--- src/rtl/cpu_sequencer.sv ---
// rtl/cpu_sequencer.sv - multi-cycle control sequencer for the 24-bit CPU
// Optional undefined-opcode trap: define CPU_SEQ_ILLEGAL_TRAP_EN.
module cpu_sequencer #(
  parameter int CNT_W = 16
) (
  input  logic             Clock,
  input  logic             Reset,
  input  logic [3:0]       OPCODE,
  input  logic             Zero,
  input  logic             MemReady,
  output logic             PcWrite,
  output logic             IrWrite,
  output logic             PcSrc,
  output logic             RegDst,
  output logic             Branch,
  output logic             MemRead,
  output logic             MemToReg,
  output logic             MemWrite,
  output logic             AluSrc,
  output logic             RegWrite,
  output logic [1:0]       AluOp,
  output logic             InstrDone,
  output logic             Illegal,
  output logic [2:0]       State,
  output logic [CNT_W-1:0] RetiredCount
);

  typedef enum logic [2:0] {
    sIdle   = 3'd0,
    sFetch  = 3'd1,
    sDecode = 3'd2,
    sExec   = 3'd3,
    sMem    = 3'd4,
    sWb     = 3'd5,
    sTrap   = 3'd7
  } seqState;

  localparam logic [3:0] opNop  = 4'b0000;
  localparam logic [3:0] opAddi = 4'b0001;
  localparam logic [3:0] opLs   = 4'b0010;
  localparam logic [3:0] opSs   = 4'b0011;
  localparam logic [3:0] opBeq  = 4'b0100;
  localparam logic [3:0] opR    = 4'b0110;
  localparam logic [3:0] opMul  = 4'b0111;

  seqState    stateQ, stateNext;
  logic [3:0] opQ;

  function automatic logic isDefined(input logic [3:0] op);
    return (op == opNop) || (op == opAddi) || (op == opLs) || (op == opSs) ||
           (op == opBeq) || (op == opR) || (op == opMul);
  endfunction

  always_ff @(posedge Clock or posedge Reset) begin
    if (Reset) begin
      stateQ       <= sIdle;
      opQ          <= 4'b0000;
      RetiredCount <= '0;
    end else begin
      stateQ <= stateNext;
      if (stateQ == sDecode) opQ <= OPCODE;
      if (InstrDone) RetiredCount <= RetiredCount + CNT_W'(1);
    end
  end

  // Outputs are decoded from the registered state, so an asynchronous reset
  // drops every control line immediately without waiting for a clock edge.
  always_comb begin
    stateNext = stateQ;
    PcWrite   = 1'b0;
    IrWrite   = 1'b0;
    PcSrc     = 1'b0;
    RegDst    = 1'b0;
    Branch    = 1'b0;
    MemRead   = 1'b0;
    MemToReg  = 1'b0;
    MemWrite  = 1'b0;
    AluSrc    = 1'b0;
    RegWrite  = 1'b0;
    AluOp     = 2'b00;
    InstrDone = 1'b0;
    Illegal   = 1'b0;

    case (stateQ)
      sIdle: stateNext = sFetch;

      sFetch: begin
        MemRead = 1'b1;
        if (MemReady) begin
          IrWrite   = 1'b1;
          PcWrite   = 1'b1;
          stateNext = sDecode;
        end
      end

      sDecode: begin
`ifdef CPU_SEQ_ILLEGAL_TRAP_EN
        stateNext = isDefined(OPCODE) ? sExec : sTrap;
`else
        // Undefined opcodes fall through EXEC as a NOP.
        stateNext = sExec;
`endif
      end

      sExec: begin
        case (opQ)
          opR: begin
            RegDst    = 1'b1;
            AluOp     = 2'b10;
            stateNext = sWb;
          end
          opMul: begin
            RegDst    = 1'b1;
            AluOp     = 2'b11;
            stateNext = sWb;
          end
          opAddi: begin
            AluSrc    = 1'b1;
            stateNext = sWb;
          end
          opLs, opSs: begin
            AluSrc    = 1'b1;
            stateNext = sMem;
          end
          opBeq: begin
            Branch    = 1'b1;
            AluOp     = 2'b01;
            PcSrc     = 1'b1;
            PcWrite   = Zero;
            InstrDone = 1'b1;
            stateNext = sFetch;
          end
          default: begin
            InstrDone = 1'b1;
            stateNext = sFetch;
          end
        endcase
      end

      sMem: begin
        case (opQ)
          opLs: begin
            MemRead = 1'b1;
            AluSrc  = 1'b1;
            if (MemReady) stateNext = sWb;
          end
          opSs: begin
            MemWrite = 1'b1;
            AluSrc   = 1'b1;
            if (MemReady) begin
              InstrDone = 1'b1;
              stateNext = sFetch;
            end
          end
          default: stateNext = sFetch;
        endcase
      end

      sWb: begin
        RegWrite  = 1'b1;
        InstrDone = 1'b1;
        MemToReg  = (opQ == opLs);
        RegDst    = (opQ == opR) || (opQ == opMul);
        stateNext = sFetch;
      end

      sTrap: begin
`ifdef CPU_SEQ_ILLEGAL_TRAP_EN
        Illegal   = 1'b1;
        stateNext = sTrap;
`else
        stateNext = sIdle;
`endif
      end

      default: stateNext = sIdle;
    endcase
  end

  assign State = stateQ;

endmodule

--- config.mk ---
export PLATFORM = sky130hd
export DESIGN_NAME = cpu_sequencer
export DESIGN_NICKNAME = d
export VERILOG_FILES = /design/src/rtl/cpu_sequencer.sv
export SDC_FILE = /design/constraint.sdc
export NUM_CORES = 1
export LEC_CHECK = 0
export ABC_AREA = 1
export CAP_MARGIN = 20
export CORE_MARGIN = 5
export CORE_UTILIZATION = 48
export DETAILED_ROUTE_END_ITERATION = 7
export GPL_ROUTABILITY_DRIVEN = 0
export GPL_TIMING_DRIVEN = 0
export HOLD_SLACK_MARGIN = 0.06
export PLACE_DENSITY = 0.85
export SYNTH_ARGS = -nofsm -noshare
export SYNTH_HDL_FRONTEND = slang
export SYNTH_SLANG_ARGS = --single-unit
--- constraint.sdc ---
create_clock -name Clock -period 1.8 [get_ports Clock]
set_clock_uncertainty 0.05 [all_clocks]
set_input_delay 0.27 -clock Clock [delete_from_list [all_inputs] [get_ports Clock]]
set_output_delay 0.27 -clock Clock [all_outputs]
set_load 0.05 [all_outputs]
==> results.ini, run 1 <==
[worst_hold_path]
worstHoldPathType = in2async

[clock_tree]
number_of_levels_in_the_clock_h_tree = 1
clkLatencyLatePin_ns = 0.31
clock-root-buffer = sky130_fd_sc_hd__clkbuf_4
clockBufferDepth = 2
cts_sinks = 23
cts-hold-fix-buffers = 0
cts_tree = built
clkSlewWorstSetupHoldPaths_ns = 0.13
numCtsBuffers = 3

[worst_setup_path]
cp-endpoint = InstrDone
cp_data_required_time_ns = 1.48
worst_ep_arrival_time_ns = 1.61
setup.worst_path.start = opQ[2]
crit_path_end_kind = primary output
reg2reg_slack_ns = 0.21
r2r.worst_path.cells = 7
critical_path.max_fanout = 4
critical_path_class = reg2out
critical_path.reg2reg.endpoint = RetiredCount[8]
crit_path_start_kind = register
reg2reg_from = RetiredCount[0]

[final_layout]
non_filler_cell_area_final_um2 = 2210
num_antenna_cells = 0
final_core_utilization_pct = 73.7
drive_gt1_share_pct = 26.2
layout.cells.most_common = sky130_fd_sc_hd__nand2_1
area_delta_synth_final_pct = 49.2
top_library_cells_by_usage_in_the_layout_fill_and_taps_aside = 68 x sky130_fd_sc_hd__nand2_1, 22 x sky130_fd_sc_hd__nor2_1, 19 x sky130_fd_sc_hd__dfrtp_1, 19 x sky130_fd_sc_hd__inv_1, 19 x sky130_fd_sc_hd__dlygate4sd2_1
final_nets = 289
post_route_non_filler_standard_cell_count = 312

[sta]
setup_ws_ns = -0.135
setup_viol = 8
rsz0062_at_grt = true
tightest_slew_ns = 0.888
max_slew_margin_pct = 40.7
drv_slew = 0
final_period_minus_worst_setup_slack_ns = 1.93
achievable-frequency_ghz = 0.517
final_hold_viol_count = 0
period_share_pct = 107

[synth]
synthesis.area_um2 = 1480
count_of_flip_flops_with_a_built_in_enable_after_synthesis = 0
postSynthNetCount = 230
synthDominantCellAreaShare_pct = 38.8
synth_top_area_cell = sky130_fd_sc_hd__dfrtp_1
synthDistinctLibCells = 23
asyncSetResetFlopFracSynth_pct = 100
avgSynthCellArea_um2 = 6.71
top_ff_cell_synth = sky130_fd_sc_hd__dfrtp_1
yosys_warns = 0
postSynthRegisterBits = 23
ys_top_cells_by_area = sky130_fd_sc_hd__dfrtp_1 39%, sky130_fd_sc_hd__nand2_1 19%, sky130_fd_sc_hd__nor2_1 6.8%
syn-instance-count = 221
yosysSeqAreaShare_pct = 38.8

[detailed_routing]
wl_mm = 4.30
post-route-drc-count = 0
initialDrtViolationCount = 73
post_drt_wl_per_cell_um = 13.8
antenna_left = 0
post_drt_via_cell_ratio = 5.32
route.vias.total = 1660
detailedRoute.firstPassIterationCount = 4

[global_routing]
grt_pass1_vias = 1555
antenna_found_initial = 0
gr-usage-all-layers_pct = 19.6
global_route_wire_length_before_repair_mm = 6.64
grt_remaining_overflow = 0
pin_count_of_the_biggest_net_entering_global_routing = 24

[placement]
port_buffers = 39
place_worst_setup_slack_ns = -0.548
placement.cell_area_um2 = 1980
post-place-cells = 293
dp_hpwl_mm = 2.76

[run_status]
run_status = finished with violations
failed_checks = negative setup slack

[power_and_ir_drop]
design_power_total_w = 0.00306
powerDensity_nw_per_um2 = 1380
max_rail_drop_vdd_mv = 1.41
p_leak_nw = 1.12

[floorplan]
initial_utilization_pct = 49.4
io_pins = 41
core_region_area_um2 = 3000
chip_height_um = 65.6
die_area_um2 = 4300
floorplan.die.width_um = 65.6
std_cell_rows = 20

[run]
drv.max_cap_violation_count = 0

-- worst min path at each step --
stage	to	slack (ns)
after floorplan	RetiredCount[0]	0.22
after global placement	opQ[2]	0.50
after detailed placement	opQ[2]	0.51
after CTS	RetiredCount[7]	0.42
after global routing	opQ[2]	0.46
final	State[1]	0.38
-- cells in the mapped netlist, types with 2 or more instances --
cell type and number:
sky130_fd_sc_hd__xnor2_1 3, sky130_fd_sc_hd__buf_2 2, sky130_fd_sc_hd__nor2_1 27, sky130_fd_sc_hd__o21ai_1 8, sky130_fd_sc_hd__nand4_1 16, sky130_fd_sc_hd__a21oi_1 5, sky130_fd_sc_hd__dfrtp_1 23, sky130_fd_sc_hd__inv_1 22
sky130_fd_sc_hd__xor2_1 4, sky130_fd_sc_hd__o21ai_0 5, sky130_fd_sc_hd__nand2_1 75, sky130_fd_sc_hd__nand3_1 14, sky130_fd_sc_hd__buf_4 4, sky130_fd_sc_hd__inv_2 4
-- through the flow --
step	hold slack (ns)	TNS, ns
6_report	0.380	-0.421
5_1_grt	0.458	-1.29
4_1_cts	0.422	-0.415
3_5_place_dp	0.509	-4.66
3_3_place_gp	0.500	-4.44
2_1_floorplan	0.222	-0.100
-- where the power goes --
group / internal (W) / switching [W]
clock: 0.0000866 / 0.000160
combinational: 0.000706 / 0.00129
sequential: 0.000645 / 0.000172
total: 0.00144 / 0.00162
-- sequential cells by signal, summed over array words and instances (netlist names) --
register      cells
opQ               4
State             3
RetiredCount     16
-- worst max-delay path: stages (launching register included) --
cell,delay (ns)
sky130_fd_sc_hd__dfrtp_1,0.42
sky130_fd_sc_hd__inv_2,0.14
sky130_fd_sc_hd__nand2_4,0.09
sky130_fd_sc_hd__nor2_2,0.14
sky130_fd_sc_hd__nand3_2,0.13
sky130_fd_sc_hd__nand3_2,0.12
sky130_fd_sc_hd__buf_6,0.12
sky130_fd_sc_hd__buf_8,0.14
-- kinds of logic (layout without fill, tap and decap cells) --
logic type,count (synthesis),in the layout,synth area share [%]
fa+ha+maj,1,1,0.844
simple gates,137,137,39.8
xor+xnor,7,7,4.14
buf+inv,33,91,9.54
compound gates,19,19,6.58
other cells,1,1,0.253
flops,23,23,38.8
-- routing by layer --
layer  wire length (µm)  vias to the layer above  global-route usage [%]
met4                 72                        0                    4.92
met2               2280                       47                    35.0
met3                253                        9                    4.62
met5                  0                        -                       0
li1                   -                      824                       -
met1               1700                      780                    23.4
-- repair_timing --
item | CTS | global route
setup buffers | 9 | 6
pin swaps | 3 | 7
setup endpoints to repair | 32 | 13
gates resized for setup | 112 | 26
-- final cells by class --
| type | count | area (µm²) |
|---|---|---|
| Multi-Input combinational cell | 165 | 887 |
| Timing Repair Buffer | 54 | 507 |
| Tap cell | 33 | 41.3 |
| Clock buffer | 4 | 26.3 |
| Buffer | 7 | 68.8 |
| Inverter | 26 | 101 |
| Sequential cell | 23 | 581 |
| Fill cell | 249 | 791 |
Note: power is estimated with default switching activity, not from simulation.
==> inputs of run 2 (changes only) <==
- GPL_TIMING_DRIVEN: 0 -> 1
==> results.ini, run 2 (synthesis results as in run 1) <==
[global_routing]
pin_count_of_the_biggest_net_entering_global_routing = 24  ; unchanged
global_route_wire_length_before_repair_mm = 6.69  ; +0.74%
grt_pass1_vias = 1512  ; -2.8%
grt_remaining_overflow = 0  ; unchanged
gr-usage-all-layers_pct = 19.9  ; +0.40 points
antenna_found_initial = 0  ; unchanged

[floorplan]
initial_utilization_pct = 49.4  ; unchanged
floorplan.die.width_um = 65.6  ; unchanged
die_area_um2 = 4300  ; unchanged
io_pins = 41  ; unchanged
std_cell_rows = 20  ; unchanged
chip_height_um = 65.6  ; unchanged
core_region_area_um2 = 3000  ; unchanged

[detailed_routing]
wl_mm = 4.30  ; about the same
detailedRoute.firstPassIterationCount = 4  ; unchanged
post_drt_wl_per_cell_um = 14.0  ; +1.4%
antenna_left = 0  ; unchanged
post_drt_via_cell_ratio = 5.29  ; -0.59%
post-route-drc-count = 0  ; unchanged
route.vias.total = 1629  ; -1.9%
initialDrtViolationCount = 109  ; +49%

[clock_tree]
cts-hold-fix-buffers = 0  ; unchanged
clock-root-buffer = sky130_fd_sc_hd__clkbuf_4
clkLatencyLatePin_ns = 0.31  ; about the same
cts_tree = built
clkSlewWorstSetupHoldPaths_ns = 0.14  ; about the same
cts_sinks = 23  ; unchanged
number_of_levels_in_the_clock_h_tree = 1  ; unchanged
clockBufferDepth = 2  ; unchanged
numCtsBuffers = 3  ; unchanged

[worst_setup_path]
crit_path_end_kind = primary output
maximum_single_stage_delay_on_the_critical_path_ns = 0.42  ; about the same
critical_path.max_fanout = 3  ; -1
worst_ep_arrival_time_ns = 1.54  ; -0.07 ns
path_cells = inv_2, nand2_2, nor3_2, nand2_2, clkinvlp_4, buf_4, buf_12
r2r.worst_path.cells = 7  ; unchanged
crit_path_start_kind = register
worst_path_most_repeated_cell = sky130_fd_sc_hd__nand2_2
critical-path-slowest-cell = sky130_fd_sc_hd__dfrtp_1
cp_data_required_time_ns = 1.48  ; about the same
critical_path_class = reg2out

[final_layout]
num_antenna_cells = 0  ; unchanged
drive_gt1_share_pct = 32.7  ; +6.6 points
top_library_cells_by_usage_in_the_layout_fill_and_taps_aside = 66 x sky130_fd_sc_hd__nand2_1, 36 x sky130_fd_sc_hd__buf_4, 21 x sky130_fd_sc_hd__nor2_1
nFillCells = 237  ; -4.8%
non_filler_cell_area_final_um2 = 2260  ; +2.3%
final_nets = 285  ; -1.4%
area_delta_synth_final_pct = 52.7
max_flop_register = RetiredCount
layout.cells.most_common = sky130_fd_sc_hd__nand2_1
largest_register_ff_count = 16  ; unchanged
final_core_utilization_pct = 75.4  ; +1.7 points

[placement]
port_buffers = 39  ; unchanged
placement.cell_area_um2 = 2060  ; +4.1%
place_worst_setup_slack_ns = 0.127  ; +0.675 ns
dp_hpwl_mm = 2.90  ; +5.1%

[run]
drv.max_cap_violation_count = 0  ; unchanged

[sta]
period_share_pct = 103  ; -4.3 points
final.setup.tns_ns = -0.241  ; +0.180 ns
rsz0062_at_grt = true
setup_viol = 7  ; -1
final_period_minus_worst_setup_slack_ns = 1.86  ; -0.0782 ns
setup_ws_ns = -0.0567  ; +0.0782 ns
drv_slew = 0  ; unchanged
achievable-frequency_ghz = 0.539  ; +4.2%
final_hold_viol_count = 0  ; unchanged

[power_and_ir_drop]
p_leak_nw = 1.07  ; -4.1%
powerDensity_nw_per_um2 = 1410  ; +1.5%
combinationalPowerShare_pct = 66.3  ; +1.0 points
power.share.sequential_pct = 25.8  ; -0.9 points
clock_power_share_pct = 8.0  ; about the same
swShare_pct = 52.1  ; -0.92 points
net-switching-power_w = 0.00166  ; +2.1%
max_rail_drop_vdd_mv = 1.53  ; +8.8%
p_int_w = 0.00152  ; +5.9%

[worst_hold_path]
worstHoldPathType = in2async

[run_status]
failed_checks = negative setup slack
run_status = finished with violations

[run 2: cell count changes in the layout (fill, tap and decap cells not counted), moves of 11 or more]
cell | previous run | this run
sky130_fd_sc_hd__dlygate4sd2_1 | 19 | 0
sky130_fd_sc_hd__buf_4 | 17 | 36
sky130_fd_sc_hd__buf_12 | 0 | 13
sky130_fd_sc_hd__buf_6 | 11 | 0
[run 2: worst paths after layout]
path                                 startpoint               to  slack [ns]
worst max-delay path                     opQ[0]            PcSrc       -0.06
worst min-delay path                      Reset         State[2]        0.24
worst max register to register  RetiredCount[0]  RetiredCount[8]        0.19
worst min register to register  RetiredCount[1]  RetiredCount[1]        0.54
max in group asynchronous                 Reset           opQ[3]        1.20
min in group Clock                    OPCODE[2]           opQ[2]        0.47
[run 2: final cells by class]
class | count | area, µm² | share of cell area, %
multi-input combinational | 165 | 896 | 39.6
clock buffer | 4 | 26.3 | 1.16
tap | 33 | 41.3 | 1.82
timing repair buffer | 57 | 616 | 27.2
inverter | 26 | 104 | 4.59
sequential | 23 | 581 | 25.6
[run 2: what timing repair did]
| action | in CTS | in global routing |
|---|---|---|
| setup buffers | 7 | 5 |
| cloned | 0 | 0 |
| pin swaps | 3 | 8 |
| setup endpoints to repair | 11 | 13 |
| gates resized for setup | 15 | 13 |
[run 2: worst max-delay path, delay by kind of cell, from the launching register on]
family                 cells  cell delay (ns)
buffers and inverters      4             0.46
and+or+nand+nor            3             0.34
DFF                        1             0.42
[run 2: routing by layer]
metal / global-route usage (%) / part of all wire [%] / vias to the layer above
met4: 5.44 / 0.44 / 0
li1: - / - / 821
met1: 23.3 / 41 / 753
met2: 36.8 / 53 / 53
met5: 0 / 0 / -
met3: 3.93 / 5.3 / 2
[run 2: power by group through the flow]
stage	logic (W)	clock network (W)	registers [W]
after global placement	0.00174	0	0.000812
after detailed placement	0.00175	0	0.000818
after floorplan	0.000897	0	0.00104
after global routing	0.00225	0.000273	0.000841
final	0.00211	0.000253	0.000820
after CTS	0.00195	0.000255	0.000814
[run 2: through the flow]
step	std cells	hold slack, ns	total power, W
after floorplan	221	0.222	0.00194
after global placement	293	0.505	0.00255
after detailed placement	293	0.510	0.00257
after CTS	304	0.253	0.00302
after global routing	308	0.275	0.00336
final	308	0.243	0.00318
==> inputs of run 3 (changes only) <==
- CORE_ASPECT_RATIO: not set -> 0.7
==> results.ini, run 3 (synthesis results as in run 1) <==
[run_status]
run_status = finished with violations
failed_checks = negative setup slack

[final_layout]
top_library_cells_by_usage_in_the_layout_fill_and_taps_aside = 68 x sky130_fd_sc_hd__nand2_1, 35 x sky130_fd_sc_hd__buf_4, 21 x sky130_fd_sc_hd__nor2_1
largest_register_ff_count = 16  ; unchanged
storage_cell_area_um2 = 581  ; unchanged
final_nets = 283  ; -0.70%
layout.cells.most_common = sky130_fd_sc_hd__nand2_1
num_antenna_cells = 0  ; unchanged
max_flop_register = RetiredCount
footprint_of_the_multi_input_gates_um2 = 897  ; +0.14%
area_delta_synth_final_pct = 52.7  ; about the same
drive_gt1_share_pct = 31.5  ; -1.2 points
non_filler_cell_area_final_um2 = 2260  ; about the same
nFillCells = 195  ; -18%

[clock_tree]
clkSlewWorstSetupHoldPaths_ns = 0.08  ; -0.06 ns
clockBufferDepth = 2  ; unchanged
numCtsBuffers = 3  ; unchanged
cts_sinks = 23  ; unchanged
number_of_levels_in_the_clock_h_tree = 1  ; unchanged
clkLatencyLatePin_ns = 0.27  ; -0.04 ns
cts_tree = built
clock-root-buffer = sky130_fd_sc_hd__clkbuf_8

[detailed_routing]
post_drt_wl_per_cell_um = 15.8  ; +13%
post_drt_via_cell_ratio = 5.62  ; +6.3%
route.vias.total = 1738  ; +6.7%
initialDrtViolationCount = 211  ; +94%
post-route-drc-count = 0  ; unchanged
antenna_left = 0  ; unchanged
detailedRoute.firstPassIterationCount = 4  ; unchanged
wl_mm = 4.88  ; +13%

[floorplan]
initial_utilization_pct = 51.4  ; +2.1 points
die_area_um2 = 4320  ; +0.42%
io_pins = 41  ; unchanged
floorplan.die.width_um = 76.4  ; +17%
std_cell_rows = 16  ; -20%
core_region_area_um2 = 2880  ; -4.0%
chip_height_um = 56.5  ; -14%

[sta]
final_period_minus_worst_setup_slack_ns = 1.86  ; +0.00672 ns
drv_slew = 0  ; unchanged
achievable-frequency_ghz = 0.537  ; -0.36%
setup_ws_ns = -0.0634  ; -0.00672 ns
period_share_pct = 104  ; +0.37 points
final_hold_viol_count = 0  ; unchanged
setup_viol = 5  ; -2
rsz0062_at_grt = true

[worst_setup_path]
cpLargestDelayFamily = flip-flops
cp_data_required_time_ns = 1.48  ; about the same
crit_path_start_kind = register
maximum_single_stage_delay_on_the_critical_path_ns = 0.46  ; +0.04 ns
reg2reg_from = State[1]
critical_path.reg2reg.endpoint = RetiredCount[10]
crit_path_end_kind = primary output
critical_path_class = reg2out
crit_buf_inv = 1  ; -3
worst_ep_arrival_time_ns = 1.54  ; about the same
cp.depth = 5  ; -2
r2r.worst_path.cells = 8  ; +1
critical_path.max_fanout = 5  ; +2
critical-path-slowest-cell = sky130_fd_sc_hd__dfrtp_2
reg2reg_slack_ns = 0.16  ; -0.03 ns
path_cells = nand2_2, nor2_4, nand3_4, o21ai_2, buf_12

[global_routing]
global_route_wire_length_before_repair_mm = 6.89  ; +3.1%
antenna_found_initial = 0  ; unchanged
grt_pass1_vias = 1392  ; -7.9%
pin_count_of_the_biggest_net_entering_global_routing = 24  ; unchanged
grt_remaining_overflow = 0  ; unchanged
gr-usage-all-layers_pct = 19.7  ; -0.26 points

[power_and_ir_drop]
clock_power_share_pct = 9.8  ; +1.8 points
power.share.sequential_pct = 26.2  ; +0.4 points
max_rail_drop_vdd_mv = 1.04  ; -32%
combinationalPowerShare_pct = 64.0  ; -2.3 points
p_leak_nw = 1.07  ; -0.33%
p_int_w = 0.00157  ; +2.9%
swShare_pct = 51.9  ; -0.18 points
net-switching-power_w = 0.00169  ; +2.1%
powerDensity_nw_per_um2 = 1440  ; +2.4%

[placement]
placement.cell_area_um2 = 2050  ; -0.18%
port_buffers = 39  ; unchanged
place_worst_setup_slack_ns = 0.129  ; +0.00163 ns
dp_hpwl_mm = 3.21  ; +11%

[worst_hold_path]
worstHoldPathType = in2async

[run]
drv.max_cap_violation_count = 0  ; unchanged

## run 3: cell count changes in the layout (fill, tap and decap cells not counted), sizes merged
| cell | delta |
|---|---|
| buf | -2 |
## run 3: worst max path at each step
stage	from	end	slack [ns]
6_report	State[0]	AluOp[0]	-0.06
4_1_cts	opQ[0]	PcWrite	-0.01
3_5_place_dp	opQ[0]	PcWrite	0.13
3_3_place_gp	opQ[0]	PcWrite	0.17
2_1_floorplan	State[1]	MemToReg	-0.10
5_1_grt	State[1]	AluOp[0]	-0.12
## run 3: power groups by stage
stage | clock (W) | combinational [W] | sequential, W
CTS | 0.000327 | 0.00187 | 0.000816
global route | 0.000344 | 0.00221 | 0.000870
finish | 0.000320 | 0.00209 | 0.000853
global placement | 0 | 0.00173 | 0.000813
detailed placement | 0 | 0.00176 | 0.000821
floorplan | 0 | 0.000897 | 0.00104
## run 3: tightest hold or removal path, cell delays in order
cell and delay [ns]:
sky130_fd_sc_hd__clkdlybuf4s50_1 0.39, sky130_fd_sc_hd__inv_1 0.05, sky130_fd_sc_hd__buf_4 0.29
## run 3: per-layer routing
layer,share of wire [%],up-vias,global-route usage [%],wire (µm)
met5,0,-,0,0
li1,-,818,-,-
met4,2.7,0,4.74,134
met3,9.9,17,5.27,481
met1,41,805,28.4,2020
met2,46,98,29.1,2240
## run 3: cell type report
type | count | share of cell area (%)
Multi-Input combinational cell | 165 | 39.6
Timing Repair Buffer | 55 | 26.2
Sequential cell | 23 | 25.6
Inverter | 26 | 4.59
Clock buffer | 4 | 1.99
Tap cell | 36 | 1.99
## run 3: what timing repair did
action / 4_1_cts / 5_1_grt
setup endpoints to repair: 9 / 10
cloned: 0 / 0
pin swaps: 4 / 9
hold buffers: 0 / 0
setup buffers: 5 / 5
resized for setup: 8 / 17
## run 3: metrics by stage
step | hold slack [ns] | total power (W) | util (%) | cells | setup TNS [ns]
2_1_floorplan | 0.222 | 0.00194 | - | 221 | -0.100
3_3_place_gp | 0.493 | 0.00255 | 71.2 | 295 | 0
3_5_place_dp | 0.518 | 0.00258 | 71.2 | 295 | 0
4_1_cts | 0.303 | 0.00302 | 75.3 | 304 | -0.0231
5_1_grt | 0.316 | 0.00342 | 78.6 | 309 | -0.560
6_report | 0.291 | 0.00326 | 78.6 | 309 | -0.171
